**config.mk**
```make
export PLATFORM = sky130hd
export DESIGN_NAME = dcache_port_arbiter
export DESIGN_NICKNAME = d
export VERILOG_FILES = /design/src/rtl/dcache_port_arbiter.sv
export SDC_FILE = /design/constraint.sdc
export NUM_CORES = 1
export LEC_CHECK = 0
export ABC_AREA = 0
export CAP_MARGIN = 5
export CELL_PAD_IN_SITES_DETAIL_PLACEMENT = 1
export CELL_PAD_IN_SITES_GLOBAL_PLACEMENT = 2
export CORE_ASPECT_RATIO = 1.4
export CORE_MARGIN = 2
export CORE_UTILIZATION = 11
export DETAILED_ROUTE_END_ITERATION = 8
export PLACE_DENSITY = 0.88
export SLEW_MARGIN = 0
export SYNTH_ARGS = -nofsm -noshare
export SYNTH_HDL_FRONTEND = slang
export SYNTH_SLANG_ARGS = --single-unit
```
**constraint.sdc**
```tcl
create_clock -name clk -period 2.4 [get_ports clk]
set_clock_uncertainty 0.1 [all_clocks]
set_input_delay 0.48 -clock clk [delete_from_list [all_inputs] [get_ports clk]]
set_output_delay 0.48 -clock clk [all_outputs]
set_load 0.005 [all_outputs]
```
**src/rtl/dcache_port_arbiter.sv**
```systemverilog
// dcache_port_arbiter
//   Shares a single dcache request port between LSU pipe 0 (p0) and pipe 1 (p1).
//   One request is granted per cycle. p0 normally wins. p1 gets forced priority
//   after losing STARVE_LIMIT cycles in a row. A grant stalled on dcache_addr_ok
//   stays locked to its owner. An in-order FIFO of issuer IDs steers each
//   dcache_data_ok/rdata back to the port that issued the request.
//
// Ports
//   clk, reset             clock; synchronous active-low reset (0 = reset)
//   pN_req/wr/size/wstrb/addr/wdata/uncached   request from LSU port N
//   pN_addr_ok             request from port N accepted this cycle
//   pN_data_ok, pN_rdata   response for the oldest port-N request
//   dcache_req + fields    muxed request to the dcache
//   dcache_addr_ok         dcache accepted the presented request
//   dcache_data_ok/rdata   in-order response from the dcache
//   outstanding            accepted-but-unreturned request count
//   err_spurious           sticky: response arrived with nothing outstanding
module dcache_port_arbiter #(
  parameter int MAX_OUTSTANDING = 4,
  parameter int STARVE_LIMIT    = 3
) (
  input  logic        clk,
  input  logic        reset,
  input  logic        p0_req,
  input  logic        p0_wr,
  input  logic [1:0]  p0_size,
  input  logic [3:0]  p0_wstrb,
  input  logic [31:0] p0_addr,
  input  logic [31:0] p0_wdata,
  input  logic        p0_uncached,
  output logic        p0_addr_ok,
  output logic        p0_data_ok,
  output logic [31:0] p0_rdata,
  input  logic        p1_req,
  input  logic        p1_wr,
  input  logic [1:0]  p1_size,
  input  logic [3:0]  p1_wstrb,
  input  logic [31:0] p1_addr,
  input  logic [31:0] p1_wdata,
  input  logic        p1_uncached,
  output logic        p1_addr_ok,
  output logic        p1_data_ok,
  output logic [31:0] p1_rdata,
  output logic        dcache_req,
  output logic        dcache_wr,
  output logic [1:0]  dcache_size,
  output logic [3:0]  dcache_wstrb,
  output logic [31:0] dcache_addr,
  output logic [31:0] dcache_wdata,
  output logic        dcache_uncached,
  input  logic        dcache_addr_ok,
  input  logic        dcache_data_ok,
  input  logic [31:0] dcache_rdata,
  output logic [3:0]  outstanding,
  output logic        err_spurious
);

  localparam int         PTR_W      = (MAX_OUTSTANDING > 1) ? $clog2(MAX_OUTSTANDING) : 1;
  localparam logic [3:0] MAX_CNT    = 4'(MAX_OUTSTANDING);
  localparam logic [3:0] STARVE_LIM = 4'(STARVE_LIMIT);

  localparam logic [0:0] ST_UNLOCKED = 1'b0;
  localparam logic [0:0] ST_LOCKED   = 1'b1;

  logic [0:0]       lock_state_reg, lock_state_next;
  logic             lock_owner_reg, lock_owner_next;
  logic [3:0]       starve_cnt_reg, starve_cnt_next;
  logic [PTR_W-1:0] wr_ptr_reg, rd_ptr_reg;
  logic [3:0]       count_reg;
  logic             err_spurious_reg;
  logic             id_fifo_mem [MAX_OUTSTANDING];

  logic [1:0] req_vec;
  logic [1:0] addr_ok_vec;
  logic [1:0] data_ok_vec;
  logic       grant_valid;
  logic       grant_id;
  logic       full;
  logic       empty;
  logic       push;
  logic       pop;
  logic       head_id;

  assign req_vec = {p1_req, p0_req};
  assign full    = (count_reg == MAX_CNT);
  assign empty   = (count_reg == 4'd0);

  // Grant: held owner first, then a starved p1, then fixed p0 > p1 priority.
  always_comb begin
    grant_valid = 1'b0;
    grant_id    = 1'b0;
    if (lock_state_reg == ST_LOCKED) begin
      grant_valid = 1'b1;
      grant_id    = lock_owner_reg;
    end else if (starve_cnt_reg >= STARVE_LIM && p1_req) begin
      grant_valid = 1'b1;
      grant_id    = 1'b1;
    end else if (p0_req) begin
      grant_valid = 1'b1;
      grant_id    = 1'b0;
    end else if (p1_req) begin
      grant_valid = 1'b1;
      grant_id    = 1'b1;
    end
  end

  // Full is taken from registered occupancy, so a pop in the same cycle
  // does not unmask the request until the following cycle.
  assign dcache_req = reset && grant_valid && req_vec[grant_id] && !full;
  assign push       = dcache_req && dcache_addr_ok;
  assign pop        = reset && dcache_data_ok && !empty;
  assign head_id    = id_fifo_mem[rd_ptr_reg];

  // p0 fields are presented whenever p1 does not hold the grant.
  assign dcache_wr       = (grant_valid && grant_id) ? p1_wr       : p0_wr;
  assign dcache_size     = (grant_valid && grant_id) ? p1_size     : p0_size;
  assign dcache_wstrb    = (grant_valid && grant_id) ? p1_wstrb    : p0_wstrb;
  assign dcache_addr     = (grant_valid && grant_id) ? p1_addr     : p0_addr;
  assign dcache_wdata    = (grant_valid && grant_id) ? p1_wdata    : p0_wdata;
  assign dcache_uncached = (grant_valid && grant_id) ? p1_uncached : p0_uncached;

  generate
    for (genvar gi = 0; gi < 2; gi++) begin : g_port
      assign addr_ok_vec[gi] = push && (grant_id == 1'(gi));
      assign data_ok_vec[gi] = pop  && (head_id  == 1'(gi));
    end
  endgenerate

  assign p0_addr_ok   = addr_ok_vec[0];
  assign p1_addr_ok   = addr_ok_vec[1];
  assign p0_data_ok   = data_ok_vec[0];
  assign p1_data_ok   = data_ok_vec[1];
  assign p0_rdata     = dcache_rdata;
  assign p1_rdata     = dcache_rdata;
  assign outstanding  = count_reg;
  assign err_spurious = err_spurious_reg;

  // Lock: a presented-but-unaccepted request pins the grant until the dcache
  // takes it or the owner withdraws.
  always_comb begin
    lock_state_next = lock_state_reg;
    lock_owner_next = lock_owner_reg;
    case (lock_state_reg)
      ST_UNLOCKED: begin
        if (dcache_req && !dcache_addr_ok) begin
          lock_state_next = ST_LOCKED;
          lock_owner_next = grant_id;
        end
      end
      default: begin
        if (dcache_addr_ok || !req_vec[lock_owner_reg]) begin
          lock_state_next = ST_UNLOCKED;
        end
      end
    endcase
  end

  always_comb begin
    starve_cnt_next = 4'd0;
    if (p1_req && !addr_ok_vec[1]) begin
      starve_cnt_next = (starve_cnt_reg == 4'd15) ? 4'd15 : starve_cnt_reg + 4'd1;
    end
  end

  function automatic logic [PTR_W-1:0] ptr_inc(input logic [PTR_W-1:0] p);
    return (p == PTR_W'(MAX_OUTSTANDING - 1)) ? '0 : p + PTR_W'(1);
  endfunction

  always_ff @(posedge clk) begin
    if (!reset) begin
      lock_state_reg   <= ST_UNLOCKED;
      lock_owner_reg   <= 1'b0;
      starve_cnt_reg   <= 4'd0;
      wr_ptr_reg       <= '0;
      rd_ptr_reg       <= '0;
      count_reg        <= 4'd0;
      err_spurious_reg <= 1'b0;
    end else begin
      lock_state_reg <= lock_state_next;
      lock_owner_reg <= lock_owner_next;
      starve_cnt_reg <= starve_cnt_next;
      if (push) wr_ptr_reg <= ptr_inc(wr_ptr_reg);
      if (pop)  rd_ptr_reg <= ptr_inc(rd_ptr_reg);
      if (push && !pop) count_reg <= count_reg + 4'd1;
      else if (!push && pop) count_reg <= count_reg - 4'd1;
      if (dcache_data_ok && empty) err_spurious_reg <= 1'b1;
    end
  end

  // ID storage needs no reset; only entries between the pointers are read.
  always_ff @(posedge clk) begin
    if (push) id_fifo_mem[wr_ptr_reg] <= grant_id;
  end

endmodule

```
==> impl_metrics.tcl <==
set metrics [dict create \
    firstDrtPassIters 3 \
    cp.arrival_ps 1940 \
    yosys-top-cells-area "mux2_4, buf_4, mux2_2" \
    fin_nets 669 \
    crit_chain "ha_4 -> nor4b_4 -> o21ai_4 -> buf_12 -> buf_6 -> buf_6 -> mux2_4 -> buf_6" \
    drc 0 \
    hold_depth 1 \
    track_usage 0.08565 \
    pre_cts_slack_ps -777.4 \
    hold_violations 0 \
    rsz0062_at_grt "yes" \
    place.gp.congestion 0.6874 \
    grt_pass1_vias 3017 \
    fmax_mhz 396.5 \
    final_common_cell "clkdlybuf4s50_1" \
    finalWorstPathRequiredPeriod_ps 2522 \
    syn-num-nets 443 \
    cp.depth 8 \
    critPathRequiredTime_ps 1820 \
    yosys.area.top_type "mux2_4" \
    clkTransAtPathRegs_ps 60 \
    io_pins 328 \
    tns_ps -4250 \
    clock_sinks 21 \
    multi_input_area_um2 1664 \
    htreeDepth 1 \
    grt_max_degree 14 \
    num_rows 66 \
    ir_drop_uv 270.3 \
    startpoint_type "flop" \
    die_h_um 184.6 \
    drive_above_1_share 0.5105 \
    mostFrequentLayoutCells "clkdlybuf4s50_1, buf_6, mux2_4" \
    hpwl_um 9345 \
    busiest_layer "met2" \
    vias_per_cell 3.487 \
    grt_use_met2 0.1590 \
    synth_cell_types 36 \
    fillers 2631 \
    grt_first_pass_wirelength_um 16430 \
    clock_tree.root_cell "clkbuf_16" \
    worstSkewPairLatency_ps 250 \
    worstHoldPathType "flop to flop" \
    yosysWarnings 0 \
    p_leak_nw 2.287 \
    power_density_nw_per_um2 473.5 \
    fin_crit_sh 1.051 \
    synth_edf_count 4 \
    core_area_um2 23040 \
    start_util 0.1112 \
    max_slew_margin 0.7896 \
    ys_seq_elements 21 \
    grt_use_met1 0.08456 \
    final.setup.worst_slack_ps -122.1 \
    ant_nets 0 \
    area_growth_pct 114.6 \
    tightestPinTransition_ps 307.6 \
    cp_slowest_cell "dfxtp_2" \
    synth_area_per_cell_um2 10.21 \
    async_flop_share 0 \
    tritoncts "built" \
    crit_top_cell "buf_6" \
    overflow 0 \
    totalWireLength_um 11140 \
    yosysTopAreaCellShare 0.2168 \
    setup_viol 64 \
    antenna_found_initial 0 \
    cpLargestDelayFamily "buffers and inverters" \
    cts_inserted_buffers 3 \
    wl_per_cell_um 14.25 \
    violations "negative setup slack" \
    vias 2727 \
    cp.buffers_inverters 4 \
    ys_seq_area_frac 0.1797 \
    port_buffers 231 \
    clockBufferDepth 2 \
    die-width_um 133.0 \
    dieArea_um2 24550 \
    syn_area_um2 2562 \
    cap_viol_max_count 0 \
    worstRegToRegCells 11 \
    endpoint_kind "primary output" \
    slew_violations 0 \
    met3_usage 0.02915 \
    crit_type "flop to primary output" \
    cts_hold_buf 0 \
    slowest_delay_ps 330 \
    status "finished with violations" \
    drt_iter0_markers 37 \
    register_area_um2 466.7 \
    n_antenna_cell 0 \
    synthCells 251 \
    ys.flop_type "dfxtp_1" \
    cp_max_fo 5 \
    utilization 0.2387 \
]
-- stage by stage --
step                instance area [um2]  total power, mW  hold WS [ps]  instances
global placement                   5077            1.936         358.7        756
global route                       5500            2.784         405.3        782
floorplan                          2577            1.176         351.2        251
CTS                                5480            2.584         388.0        779
finish                             5500            2.604         373.1        782
detailed placement                 5077            1.964         374.8        756
-- power by group --
part           leakage [nW]  switching (mW)  internal (mW)
registers             0.178          0.0529          0.441
logic                  2.07           0.608           1.15
clock network        0.0382           0.127          0.226
total                  2.29           0.788           1.82
-- worst register-to-register path: cells and delay by family (launching register included) --
kind                       cells  cell delay (ps)
muxes                          1              210
AOI/OAI and AO/OA              3              450
DFF                            1              320
adders and majority gates      2              390
buffers and inverters          3              260
and+or+nand+nor                2              640
-- timing repair --
| action | 4_1_cts | 5_1_grt |
|---|---|---|
| pin swaps | 12 | 9 |
| buffers inserted | 17 | 9 |
| gates cloned | 3 | 0 |
| setup endpoints to repair | 80 | 77 |
| gates resized for setup | 402 | 23 |
-- area by class of cell --
| cell class | instances | share of cell area |
|---|---|---|
| flip-flops and latches | 21 | 0.08485 |
| inverters | 7 | 0.005687 |
| multi-input cells | 149 | 0.3025 |
| repair buffers | 295 | 0.5230 |
| well taps | 306 | 0.06961 |
| clock buffers | 4 | 0.01433 |
-- synthesized netlist by cell type (all sizes together), types with 3 or more instances --
cell    count
nor2b       4
dfxtp      17
mux2       72
nand3       6
and2        7
buf        72
a211oi      3
o21ai       5
nor2        9
a21oi       3
ha          9
inv         7
mux2i       4
nand2       8
edfxtp      4
-- per-layer routing --
metal,up-vias,wire length [um]
li1,1261,-
met1,1255,3588
met2,165,5846
met3,46,1234
met4,0,471
met5,-,0
-- final timing paths --
check                    startpoint             end  slack [ps]
setup reg to reg     outstanding[0]  outstanding[3]         -40
hold reg to reg        err_spurious    err_spurious         370
hold / removal         err_spurious    err_spurious         370
setup / recovery  starve_cnt_reg[1]  dcache_addr[4]        -120
-- cell families (layout without fill, tap and decap cells) --
| group | Yosys count | after routing | share of synthesized area |
|---|---|---|---|
| buffers and inverters | 81 | 306 | 0.2285 |
| multiplexers | 77 | 77 | 0.3950 |
| adder cells (fa/ha/maj) | 10 | 10 | 0.05176 |
| XOR/XNOR | 2 | 2 | 0.006837 |
| AO/OA/AOI/OAI | 18 | 18 | 0.04443 |
| flip-flops | 21 | 21 | 0.1797 |
| AND/OR/NAND/NOR | 42 | 42 | 0.09375 |
(Power assumes the default switching activity.)
